==> src/rtl/mips_mc_ctrl.sv <==
// Multi-cycle MIPS control sequencer: Moore FSM stepping each instruction through
// fetch/decode/execute/memory/writeback with a memory ready handshake.
// Optional build macro MIPS_MC_CTRL_PERF_EN adds perf_cycles/perf_instrs counters.
module mips_mc_ctrl #(
  parameter int OPW = 6,
  parameter int STW = 4
) (
  input  logic           clk,
  input  logic           rst,
  input  logic [OPW-1:0] opcode,
  input  logic [OPW-1:0] funct,
  input  logic           zero,
  input  logic           mem_ready,
  output logic           mem_req,
  output logic           mem_we,
  output logic           iord,
  output logic           ir_write,
  output logic           pc_en,
  output logic [1:0]     pc_src,
  output logic           alu_src_a,
  output logic [1:0]     alu_src_b,
  output logic [1:0]     alu_op,
  output logic           reg_write,
  output logic           reg_dst,
  output logic           mem_to_reg,
  output logic           illegal_instr,
  output logic [STW-1:0] dbg_state
`ifdef MIPS_MC_CTRL_PERF_EN
  ,
  output logic [31:0]    perf_cycles,
  output logic [31:0]    perf_instrs
`endif
);

  typedef enum logic [STW-1:0] {
    S_FETCH   = 4'd0,
    S_DECODE  = 4'd1,
    S_MEMADR  = 4'd2,
    S_MEMRD   = 4'd3,
    S_MEMWB   = 4'd4,
    S_MEMWR   = 4'd5,
    S_EXEC    = 4'd6,
    S_RWB     = 4'd7,
    S_BRANCH  = 4'd8,
    S_ADDIEX  = 4'd9,
    S_ADDIWB  = 4'd10,
    S_JUMP    = 4'd11,
    S_ILLEGAL = 4'd12
  } state_t;

  localparam logic [OPW-1:0] OP_RTYPE = 6'b000000;
  localparam logic [OPW-1:0] OP_LW    = 6'b100011;
  localparam logic [OPW-1:0] OP_SW    = 6'b101011;
  localparam logic [OPW-1:0] OP_BEQ   = 6'b000100;
  localparam logic [OPW-1:0] OP_ADDI  = 6'b001000;
  localparam logic [OPW-1:0] OP_J     = 6'b000010;

  state_t state_r;
  state_t state_nxt;

  // funct is decoded by the ALU control, not here
  logic unused_funct;
  assign unused_funct = ^funct;

  always_ff @(posedge clk) begin
    if (rst) state_r <= S_FETCH;
    else     state_r <= state_nxt;
  end

  assign dbg_state = state_r;

  always_comb begin
    state_nxt     = S_FETCH;
    mem_req       = 1'b0;
    mem_we        = 1'b0;
    iord          = 1'b0;
    ir_write      = 1'b0;
    pc_en         = 1'b0;
    pc_src        = 2'b00;
    alu_src_a     = 1'b0;
    alu_src_b     = 2'b00;
    alu_op        = 2'b00;
    reg_write     = 1'b0;
    reg_dst       = 1'b0;
    mem_to_reg    = 1'b0;
    illegal_instr = 1'b0;

    case (state_r)
      S_FETCH: begin
        mem_req   = 1'b1;
        alu_src_b = 2'b01;
        ir_write  = mem_ready;
        pc_en     = mem_ready;
        state_nxt = mem_ready ? S_DECODE : S_FETCH;
      end
      S_DECODE: begin
        // ALU precomputes the branch target while the opcode is decoded
        alu_src_b = 2'b11;
        case (opcode)
          OP_RTYPE:      state_nxt = S_EXEC;
          OP_LW, OP_SW:  state_nxt = S_MEMADR;
          OP_BEQ:        state_nxt = S_BRANCH;
          OP_ADDI:       state_nxt = S_ADDIEX;
          OP_J:          state_nxt = S_JUMP;
          default:       state_nxt = S_ILLEGAL;
        endcase
      end
      S_MEMADR: begin
        alu_src_a = 1'b1;
        alu_src_b = 2'b10;
        state_nxt = (opcode == OP_LW) ? S_MEMRD : S_MEMWR;
      end
      S_MEMRD: begin
        mem_req   = 1'b1;
        iord      = 1'b1;
        state_nxt = mem_ready ? S_MEMWB : S_MEMRD;
      end
      S_MEMWB: begin
        reg_write  = 1'b1;
        mem_to_reg = 1'b1;
      end
      S_MEMWR: begin
        mem_req   = 1'b1;
        mem_we    = 1'b1;
        iord      = 1'b1;
        state_nxt = mem_ready ? S_FETCH : S_MEMWR;
      end
      S_EXEC: begin
        alu_src_a = 1'b1;
        alu_op    = 2'b10;
        state_nxt = S_RWB;
      end
      S_RWB: begin
        reg_write = 1'b1;
        reg_dst   = 1'b1;
      end
      S_BRANCH: begin
        alu_src_a = 1'b1;
        alu_op    = 2'b01;
        pc_src    = 2'b01;
        pc_en     = zero;
      end
      S_ADDIEX: begin
        alu_src_a = 1'b1;
        alu_src_b = 2'b10;
        state_nxt = S_ADDIWB;
      end
      S_ADDIWB: begin
        reg_write = 1'b1;
      end
      S_JUMP: begin
        pc_src = 2'b10;
        pc_en  = 1'b1;
      end
      S_ILLEGAL: begin
        illegal_instr = 1'b1;
      end
      default: state_nxt = S_FETCH;
    endcase

    // Reset aborts whatever is in flight: no strobes leave the block this cycle
    if (rst) begin
      state_nxt     = S_FETCH;
      mem_req       = 1'b0;
      mem_we        = 1'b0;
      iord          = 1'b0;
      ir_write      = 1'b0;
      pc_en         = 1'b0;
      pc_src        = 2'b00;
      alu_src_a     = 1'b0;
      alu_src_b     = 2'b00;
      alu_op        = 2'b00;
      reg_write     = 1'b0;
      reg_dst       = 1'b0;
      mem_to_reg    = 1'b0;
      illegal_instr = 1'b0;
    end
  end

`ifdef MIPS_MC_CTRL_PERF_EN
  // An instruction retires on every return to FETCH, illegal ones included
  always_ff @(posedge clk) begin
    if (rst) begin
      perf_cycles <= 32'd0;
      perf_instrs <= 32'd0;
    end else begin
      perf_cycles <= perf_cycles + 32'd1;
      if (state_r != S_FETCH && state_nxt == S_FETCH)
        perf_instrs <= perf_instrs + 32'd1;
    end
  end
`endif

endmodule

==> config.mk <==
export PLATFORM = sky130hd
export DESIGN_NAME = mips_mc_ctrl
export DESIGN_NICKNAME = d
export VERILOG_FILES = /design/src/rtl/mips_mc_ctrl.sv
export SDC_FILE = /design/constraint.sdc
export NUM_CORES = 1
export LEC_CHECK = 0
export BUFFER_PORTS_ARGS = -buffer_cell sky130_fd_sc_hd__buf_2
export CAP_MARGIN = 20
export CORE_MARGIN = 2
export CORE_UTILIZATION = 31
export CTS_CLUSTER_SIZE = 25
export DETAILED_ROUTE_END_ITERATION = 12
export PLACE_DENSITY = 0.61
export SLEW_MARGIN = 0
export SYNTH_ARGS = -nofsm -noshare
export SYNTH_HDL_FRONTEND = slang
export SYNTH_SLANG_ARGS = --single-unit
==> constraint.sdc <==
create_clock -name clk -period 2.6 [get_ports clk]
set_clock_uncertainty 0.1 [all_clocks]
set_input_delay 0.13 -clock clk [delete_from_list [all_inputs] [get_ports clk]]
set_output_delay 0.13 -clock clk [all_outputs]
set_load 0.05 [all_outputs]
* Word-level counts from Yosys, hierarchy flattened
Index checks and enable logic that the tools add are counted.
Operators by class: add/subtract/negate cells 0, multipliers 0, divide/modulo/power cells 0, magnitude comparators 0, eq/ne operators 17, shift-type cells 0, multiplexer cells 32, bitwise gates (word level) 0, reduce and logical (&&, ||, !) cells 8
Operator list (count):
- $pmux W4 S7 | 1
- $eq A4 B4 Y1 const B | 5
- $mux W1 | 20
- $pmux W4 S5 | 1
- $eq A4 B3 Y1 const B | 4
- $eq A6 B6 Y1 const B | 2
- $mux W3 | 3
- $eq A4 B2 Y1 const B | 2
- $pmux W2 S2 | 2
- $eq A6 B2 Y1 const B | 1
- $eq A6 B3 Y1 const B | 1
- $eq A6 B4 Y1 const B | 1
- $logic_not A6 Y1 | 1
- $mux W2 | 3
- $pmux W2 S3 | 1
- $reduce_or A2 Y1 | 3
- $reduce_or A3 Y1 | 2
- $eq A4 B1 Y1 const B | 1
- $logic_not A4 Y1 | 1
- $reduce_or A4 Y1 | 1
- $pmux W1 S3 | 1
Storage, ports and cells: register bits 4, bits in latches 0, bits in writable memories 0, memory bits (read-only) 0, bits of input ports 16, output and inout bits 20, word-level logic and storage cells 58, memories kept 0

* Longest topological paths before layout
Gate-level depths: netlist of run 1.
depth after elaboration 4, gate-level depth with buffers 5, mapped depth without buffers 4

* Worst setup path before layout of run 1
No wires, ideal clock.
path type register to output, from register state_r[0] (netlist: dbg_state[0]), to output pc_en, arrival 2638 ps, required time 2370 ps, setup slack -268 ps, cell stages (with the launch flop) 5, path buffers 1, path through dfxtp_1 > clkbuf_1 > nand2_1 > nor3_1 > a21o_1
On the way: cells in the longest elaborated chain, start to end 3, elaborated cells on any way between the ends 5, those cells by class 2 x eq/ne; 2 x mux; 1 x reduce/logical
RTL lines:
- start, declared | RTL line 58 | state_t state_r;
- start signal, assigned | RTL line 67 | else state_r <= state_nxt;
- $eq A4 B4 Y1 / $logic_not A4 Y1 (equally long branches) | RTL line 88 | case (state_r)
- $pmux W1 S3 (*) | RTL line 88
- $mux W1 (*) | RTL line 162 | if (rst) begin
- end, declared | RTL line 18 | output logic pc_en,
Mark *: on every way between the ends. The rest lies on a longest branch, timed or not.

* Worst setup path after layout of run 1
from register state_r[3] (netlist: dbg_state[3]), to output reg_write
On the way: cells in the longest elaborated chain, start to end 4, elaborated cells on any way between the ends 6, those cells by class 3 x eq/ne; 2 x mux; 1 x reduce/logical
RTL lines:
- $eq A4 B3 Y1 / $eq A4 B4 Y1 (equally long branches) | RTL line 88
- $reduce_or A3 Y1 (no line) (*)
- $mux W1 (*) | RTL line 88
- $mux W1 (*) | RTL line 162
- end, declared | RTL line 23 | output logic reg_write,
Marks and branches as above.

==> impl_metrics.py, run 1 <==
metrics = {
    "routing": {
        "drcViolationCount": 0,
        "postRouteAntennaNets": 0,
        "wirelength_um": 1560,
        "vias_per_cell": 5.35,
        "wl_per_cell_um": 11.3,
        "num_vias": 743,
        "first_pass_iters": 4,
        "drtIter0Drc": 9,
    },
    "floorplan": {
        "core_um2": 1750,
        "die_area_um2": 2240,
        "rows": 15,
        "chipWidth_um": 47.3,
        "start_util_pct": 33.3,
        "pin_count": 36,
        "die-height_um": 47.3,
    },
    "place": {
        "dpl_cell_area_um2": 742,
        "io_buffers": 29,
        "dp_hpwl_um": 1190,
        "dp_slack_ns": 0.730,
        "gp_congestion": 0.743,
    },
    "logic_synthesis": {
        "synth_edf_count": 0,
        "yosys.area.top_type": "dfxtp_1",
        "ys_ff_latch": 4,
        "netlist_top_cells_area": "dfxtp_1 14%, nor3_1 9.5%, nor2_1 7.7%",
        "ys_seq_area_share_pct": 13.8,
        "syn_inst": 89,
        "synth-warning-count": 0,
        "synth_top_cell_area_share_pct": 13.8,
        "synth_fp_nets": 105,
        "synth_area_per_cell_um2": 6.54,
        "async_flop_share_pct": 0,
        "synthDistinctLibCells": 32,
        "syn-cell-area_um2": 582,
        "ys.flop_type": "dfxtp_1",
        "synth_common_cells": "12 x nor2_1, 11 x nor3_1, 8 x a21oi_1, 5 x nand2_1",
        "yosysMostFrequentCell": "nor2_1",
    },
    "timing": {
        "layout_worst_path_cycle_share_pct": 81.1,
        "max_freq_mhz": 474,
        "layout_min_cycle_time_ns": 2.11,
        "setup_ws_ns": 0.491,
        "hold_violations": 0,
        "tns_ns": 0,
        "final_max_slew_viol_count": 0,
        "worst_pin_slew_ns": 0.716,
        "slew-limit-headroom_pct": 52.2,
        "rsz0062_at_grt": "no",
        "finalSetupViolations": 0,
    },
    "clock_network": {
        "cts.htree.levels": 1,
        "cts_tree": "built",
        "ctsResizeCount": 0,
        "clkLatencyLatePin_ns": 0.23,
        "path_clk_slew_ns": 0.04,
        "cts_sinks": 4,
        "postCtsHoldBufs": 0,
        "clock-root-buffer": "clkbuf_4",
        "cts_setup_buffers": 0,
        "cts_buffers": 3,
        "clk_path_buf_depth": 2,
    },
    "final_layout": {
        "nNetsFinal": 132,
        "multiInputGateArea_um2": 470,
        "area_growth_pct": 31.4,
        "drive_gt1_share_pct": 35.1,
        "seq_area_um2": 80.1,
        "design_area_um2": 764,
        "n_antenna_cell": 0,
        "largest_reg_flops": 4,
        "fillCellCount": 198,
    },
    "worst_setup_path": {
        "cp-end-kind": "output pin",
        "worstSetupPathType": "flip-flop to output pin",
        "path_max_fanout": 20,
        "worstPathArrival_ns": 1.88,
        "critPathLaunch": "dbg_state[3]",
        "r2r_end": "dbg_state[2]",
        "r2r_setup_slack_ns": 0.91,
        "crit_required_ns": 2.37,
        "r2r_start": "dbg_state[2]",
        "r2r_cells": 5,
        "start_kind": "flip-flop",
        "crit_path_end": "reg_write",
    },
    "pwr": {
        "p_int_mw": 0.176,
        "p_clk_share_pct": 21.3,
        "leakage_nw": 0.333,
        "p_switching_mw": 0.173,
        "peakVddDrop_mv": 0.184,
        "power.density_nw_per_um2": 456,
        "swShare_pct": 49.7,
        "seq_power_share_pct": 25.6,
        "pwr-share-comb_pct": 53.1,
    },
    "global_route": {
        "antenna_found_initial": 0,
        "grt_use_total_pct": 14.0,
        "grt-ovfl-total": 0,
        "grt_first_pass_wirelength_um": 2330,
        "grt_pass1_vias": 557,
        "grt_max_degree": 21,
    },
    "job": {
        "drv_cap": 0,
    },
    "run_status": {
        "outcome": "finished, final reports clean",
    },
    "worst_hold_path": {
        "hp-class": "input pin to flip-flop",
    },
}
-- cell usage in the layout, fill, tap and decap left out, types with 3 or more instances in the layout --
cell,instances
nor2b_1,3
nand3_1,3
nand2_1,5
a21o_1,3
buf_2,29
dfxtp_1,4
clkbuf_4,3
nor2_1,12
nor3b_1,3
nor3_1,10
a21oi_1,8
-- critical path, stage by stage (launching register included) --
cell	delay [ns]
dfxtp_1	0.77
nor2b_1	0.24
a21oi_1	0.09
o32a_1	0.19
nor2_1	0.08
buf_2	0.26
-- metal layers --
layer | up-vias | GRT usage [%] | wire length [um]
met5 | - | 0 | 0
met4 | 0 | 1.67 | 0
met3 | 0 | 2.31 | 86
met2 | 24 | 25.4 | 741
met1 | 337 | 17.7 | 737
li1 | 382 | - | -
-- cell families after synthesis --
| logic type | count (synthesis) | share of synthesized area, % |
|---|---|---|
| and+or+nand+nor | 51 | 46.7 |
| AOI/OAI and AO/OA | 21 | 27.3 |
| buffers and inverters | 10 | 7.31 |
| DFF | 4 | 13.8 |
| xor gates and xnor gates | 2 | 3.01 |
| muxes | 1 | 1.94 |
-- area by class of cell --
class	count	area share, %
clock buffers	3	2.95
inverters	2	0.982
multi-input cells	75	61.5
flip-flops and latches	4	10.5
well taps	25	4.09
repair buffers	30	20.0
-- power groups by stage --
stage               clock, mW  combinational, mW  sequential (mW)
finish                 0.0742              0.185           0.0894
global route           0.0847              0.200           0.0916
CTS                    0.0770              0.187           0.0893
detailed placement          0              0.186           0.0898
global placement            0              0.185           0.0902
floorplan                   0              0.141           0.0916
-- worst min path at each step --
| stage | slack (ns) | to | startpoint | cells past startpoint |
|---|---|---|---|---|
| after global routing | 0.21 | dbg_state[0] | opcode[4] | 4 |
| after floorplan | 0.21 | dbg_state[2] | rst | 2 |
| after CTS | 0.18 | dbg_state[0] | opcode[5] | 4 |
| final | 0.19 | dbg_state[0] | opcode[5] | 4 |
| after detailed placement | 0.43 | dbg_state[0] | opcode[5] | 4 |
| after global placement | 0.42 | dbg_state[0] | opcode[5] | 4 |
-- through the flow --
step,total power [mW],hold WS [ns],std cells,utilization [%]
floorplan,0.232,0.214,89,-
global placement,0.275,0.423,136,42.5
detailed placement,0.276,0.428,136,42.5
CTS,0.353,0.184,139,43.8
global route,0.376,0.212,139,43.8
finish,0.349,0.187,139,43.8
Note: power is estimated with default switching activity, not from simulation.
==> run 2: changes to the inputs <==
--- a/config.mk
+++ b/config.mk
@@ -11,7 +11,7 @@
 export CORE_UTILIZATION = 31
 export CTS_CLUSTER_SIZE = 25
 export DETAILED_ROUTE_END_ITERATION = 12
-export PLACE_DENSITY = 0.61
+export PLACE_DENSITY = 0.63
 export SLEW_MARGIN = 0
 export SYNTH_ARGS = -nofsm -noshare
 export SYNTH_HDL_FRONTEND = slang
==> constraint.sdc (replaced) <==
create_clock -name clk -period 1.9 [get_ports clk]
set_clock_uncertainty 0.1 [all_clocks]
set_input_delay 0.095 -clock clk [delete_from_list [all_inputs] [get_ports clk]]
set_output_delay 0.095 -clock clk [all_outputs]
set_load 0.05 [all_outputs]
==> run 2 against run 1 <==
Largest cell class unchanged. Clock power is 48% higher. Critical path depth fell by 1. Largest power group unchanged. Setup slack got worse by 0.37 ns. Final cell count up 2.2%. Critical endpoint is now reg_dst. Combinational power grew 61%. Count of clock-buffer cells in the layout unchanged. Power grew 49%. Flip-flop and latch count unchanged.
==> impl_metrics.py, run 2 (synthesized netlist as in run 1, its figures left out) <==
metrics = {
    "clock_network": {
        "cts_tree": "built",
        "postCtsHoldBufs": 0,
        "clock-root-buffer": "clkbuf_4",
        "clk_path_buf_depth": 2,
        "cts_sinks": 4,
        "cts_setup_buffers": 0,
        "path_clk_slew_ns": 0.04,
        "cts_buffers": 3,
        "cts.htree.levels": 1,
        "clkLatencyLatePin_ns": 0.24,
    },
    "timing": {
        "slew-limit-headroom_pct": 78.0,
        "max_freq_mhz": 562,
        "hold_violations": 0,
        "layout_worst_path_cycle_share_pct": 93.7,
        "tns_ns": 0,
        "rsz0062_at_grt": "no",
        "final_max_slew_viol_count": 0,
        "layout_min_cycle_time_ns": 1.78,
        "worst_pin_slew_ns": 0.329,
        "finalSetupViolations": 0,
        "setup_ws_ns": 0.120,
    },
    "global_route": {
        "grt_max_degree": 20,
        "grt_first_pass_wirelength_um": 2900,
        "grt_pass1_vias": 654,
        "met3_usage_pct": 5.77,
        "gr-usage-met1_pct": 24.1,
        "grt-ovfl-total": 0,
        "grt_use_total_pct": 18.5,
        "busiest_layer": "met2",
        "grt_use_met2_pct": 30.0,
        "antenna_found_initial": 0,
    },
    "pwr": {
        "p_switching_mw": 0.267,
        "p_int_mw": 0.254,
        "leakage_nw": 0.363,
        "swShare_pct": 51.2,
        "seq_power_share_pct": 21.7,
        "pwr-share-comb_pct": 57.1,
        "p_clk_share_pct": 21.1,
        "power.density_nw_per_um2": 596,
        "peakVddDrop_mv": 0.317,
    },
    "routing": {
        "drcViolationCount": 0,
        "wl_per_cell_um": 12.5,
        "wirelength_um": 1780,
        "num_vias": 740,
        "first_pass_iters": 4,
        "postRouteAntennaNets": 0,
        "vias_per_cell": 5.21,
        "drtIter0Drc": 7,
    },
    "final_layout": {
        "drive_gt1_share_pct": 48.7,
        "area_growth_pct": 50.1,
        "multiInputGateArea_um2": 547,
        "layout_common_cells": "28 x buf_2, 8 x a21oi_1, 6 x nor3_1, 6 x nor2_1, 5 x nand2_1",
        "fillCellCount": 173,
        "largest_reg_flops": 4,
        "final_core_util_pct": 50.0,
        "seq_area_um2": 87.6,
        "stdcell_count": 142,
        "nNetsFinal": 135,
        "n_antenna_cell": 0,
        "final_common_cell": "buf_2",
    },
    "job": {
        "drv_cap": 0,
    },
    "floorplan": {
        "start_util_pct": 33.3,
        "core_um2": 1750,
        "die-height_um": 47.3,
        "chipWidth_um": 47.3,
        "pin_count": 36,
        "die_area_um2": 2240,
        "rows": 15,
    },
    "worst_setup_path": {
        "r2r_cells": 4,
        "start_kind": "flip-flop",
        "cp-end-kind": "output pin",
        "path_max_fanout": 4,
        "worstSetupPathType": "flip-flop to output pin",
        "worstPathArrival_ns": 1.58,
        "crit_required_ns": 1.70,
    },
    "place": {
        "io_buffers": 29,
        "dp_hpwl_um": 1350,
        "dp_slack_ns": 0.310,
        "gp_congestion": 0.877,
        "dp_cells": 139,
    },
    "worst_hold_path": {
        "min_path_cells": 4,
        "hp-class": "input pin to flip-flop",
    },
    "run_status": {
        "outcome": "finished, final reports clean",
    },
}
-- run 2: worst paths after layout --
check / start / endpoint / slack (ns)
worst max-delay path: dbg_state[2] / reg_dst / 0.12
worst max register to register: dbg_state[0] / dbg_state[2] / 0.38
worst min-delay path: opcode[5] / dbg_state[0] / 0.14
worst min register to register: dbg_state[0] / dbg_state[1] / 0.50
-- run 2: what timing repair did --
item / in CTS / in global routing
gates resized for setup: 0 / 3
setup endpoints to repair: 0 / 2
endpoints found under the hold margin: 0 / 0
-- run 2: final cells by class --
class	count	area share [%]
Inverter	2	0.860
Clock buffer	3	2.58
Sequential cell	4	10.0
Multi-Input combinational cell	75	62.6
Tap cell	25	3.58
Timing Repair Buffer	33	20.3
-- run 2: worst max-delay path, stage by stage, from the launching register on --
cell and delay [ns]:
dfxtp_2 0.32, inv_1 0.07, or3_1 0.53, nor2_2 0.15, buf_2 0.27
-- run 2: through the flow --
step	area (um2)	total power, mW	hold slack (ns)
5_1_grt	873	0.559	0.163
2_1_floorplan	673	0.343	0.156
4_1_cts	867	0.527	0.125
6_report	873	0.521	0.138
3_5_place_dp	845	0.412	0.381
3_3_place_gp	845	0.407	0.367
-- run 2: power by group through the flow --
stage | Clock (mW) | Sequential (mW) | Combinational (mW)
2_1_floorplan | 0 | 0.127 | 0.216
3_3_place_gp | 0 | 0.114 | 0.293
3_5_place_dp | 0 | 0.114 | 0.297
4_1_cts | 0.116 | 0.113 | 0.298
5_1_grt | 0.120 | 0.116 | 0.323
6_report | 0.110 | 0.113 | 0.298
-- run 2: metal layers --
metal	wire length (um)	vias up
met1	802	340
met2	874	15
met4	11	0
met3	91	2
met5	0	-
li1	-	383
==> run 3: changes to the inputs <==
--- a/config.mk
+++ b/config.mk
@@ -5,13 +5,13 @@
 export SDC_FILE = /design/constraint.sdc
 export NUM_CORES = 1
 export LEC_CHECK = 0
-export BUFFER_PORTS_ARGS = -buffer_cell sky130_fd_sc_hd__buf_2
 export CAP_MARGIN = 20
 export CORE_MARGIN = 2
 export CORE_UTILIZATION = 31
 export CTS_CLUSTER_SIZE = 25
 export DETAILED_ROUTE_END_ITERATION = 12
-export PLACE_DENSITY = 0.63
+export DONT_BUFFER_PORTS = 1
+export PLACE_DENSITY = 0.46
 export SLEW_MARGIN = 0
 export SYNTH_ARGS = -nofsm -noshare
 export SYNTH_HDL_FRONTEND = slang
==> run 3 against run 2 <==
Hold slack got worse by 0.13 ns. Die area did not move. Critical endpoint is now alu_src_b[1]. Sequential share of layout area fell by 1.3 points. Non-clock buffer count fell by 6. Register-to-register slack barely moved. Routed wire length rose by 5.8%. Flip-flop and latch count did not move.
==> impl_metrics.py, run 3 (synthesized netlist as in run 1, its figures left out) <==
metrics = {
    "worst_setup_path": {
        "worstSetupPathType": "flip-flop to output pin",
        "crit_required_ns": 1.70,
        "worstPathArrival_ns": 1.64,
        "start_kind": "flip-flop",
        "path_max_fanout": 14,
        "cp-end-kind": "output pin",
    },
    "global_route": {
        "grt_use_total_pct": 19.0,
        "grt_first_pass_wirelength_um": 2980,
        "grt-ovfl-total": 0,
        "antenna_found_initial": 0,
        "grt_max_degree": 17,
        "grt_pass1_vias": 683,
    },
    "clock_network": {
        "path_clk_slew_ns": 0.04,
        "cts_tree": "built",
        "clock-root-buffer": "clkbuf_4",
        "cts_buffers": 3,
        "clk_path_buf_depth": 2,
        "cts_sinks": 4,
        "cts.htree.levels": 1,
        "cts_setup_buffers": 0,
        "clkLatencyLatePin_ns": 0.25,
    },
    "floorplan": {
        "core_um2": 1750,
        "start_util_pct": 33.3,
        "chipWidth_um": 47.3,
        "pin_count": 36,
        "die-height_um": 47.3,
        "die_area_um2": 2240,
        "rows": 15,
    },
    "timing": {
        "final_max_slew_viol_count": 0,
        "layout_min_cycle_time_ns": 1.83,
        "slew-limit-headroom_pct": 64.0,
        "worst_pin_slew_ns": 0.538,
        "rsz0062_at_grt": "no",
        "finalSetupViolations": 0,
        "tns_ns": 0,
        "hold_violations": 0,
        "holdWs_ns": 0.00437,
        "max_freq_mhz": 546,
        "layout_worst_path_cycle_share_pct": 96.4,
    },
    "routing": {
        "wirelength_um": 1880,
        "num_vias": 762,
        "drtIter0Drc": 7,
        "first_pass_iters": 4,
        "vias_per_cell": 5.60,
        "drcViolationCount": 0,
        "postRouteAntennaNets": 0,
        "wl_per_cell_um": 13.9,
    },
    "final_layout": {
        "largest_reg_flops": 4,
        "nNetsFinal": 129,
        "fillCellCount": 179,
        "drive_gt1_share_pct": 40.5,
        "n_antenna_cell": 0,
        "final_common_cell": "buf_4",
        "area_growth_pct": 72.0,
        "stdcell_count": 136,
        "design_area_um2": 1000,
        "final_core_util_pct": 57.3,
        "layout_common_cells": "14 x buf_4, 8 x a21oi_1, 7 x buf_12",
    },
    "place": {
        "dpl_cell_area_um2": 915,
        "io_buffers": 0,
        "dp_hpwl_um": 1320,
        "dp_cells": 127,
        "gp_congestion": 0.735,
    },
    "job": {
        "drv_cap": 0,
    },
    "pwr": {
        "peakVddDrop_mv": 0.403,
        "leakage_nw": 0.359,
        "power.density_nw_per_um2": 543,
    },
    "run_status": {
        "outcome": "finished, final reports clean",
    },
    "worst_hold_path": {
        "hp-class": "input pin to flip-flop",
    },
}
[run 3: final cells by class]
| type | count | area [um2] | share of cell area, % |
|---|---|---|---|
| multi-input cells | 75 | 547 | 54.6 |
| repair buffers | 27 | 305 | 30.5 |
| flip-flops and latches | 4 | 87.6 | 8.75 |
| well taps | 25 | 31.3 | 3.13 |
| clock buffers | 3 | 22.5 | 2.25 |
| inverters | 2 | 7.51 | 0.750 |
[run 3: metal layers]
metal	GRT usage [%]	up-vias	share of wire (%)
li1	-	374	-
met1	23.6	365	42
met2	31.9	21	53
met3	4.23	2	5.0
met4	6.67	0	0.64
met5	0	-	0
[run 3: metrics by stage]
stage / setup slack [ns] / power (mW)
floorplan: -0.399 / 0.343
global placement: 0.290 / 0.416
detailed placement: 0.310 / 0.417
CTS: 0.0418 / 0.546
global route: 0.00251 / 0.572
finish: 0.0693 / 0.544
[run 3: path summary, 6_finish.rpt]
check | start | endpoint | slack [ns] | cells past startpoint
worst min-delay path | opcode[0] | dbg_state[0] | 0.004 | 3
worst max-delay path | dbg_state[0] | alu_src_b[1] | 0.07 | 4
worst min register to register | dbg_state[0] | dbg_state[1] | 0.50 | 2
worst max register to register | dbg_state[2] | dbg_state[2] | 0.39 | 5
[run 3: timing repair]
action                                 CTS  global route
setup endpoints to repair                0             2
hold buffers                             6             0
resized for setup                        0             2
endpoints found under the hold margin    4             0
[run 3: critical path, cell delays in order, from the launching register on]
cell,delay [ns]
dfxtp_2,0.38
nand2b_1,0.24
nor2_1,0.19
a21oi_1,0.10
nor3_4,0.49
[run 3: power by group]
part           switching, mW  internal, mW
logic                  0.193         0.119
registers             0.0222        0.0928
clock network         0.0445        0.0713
total                  0.260         0.284
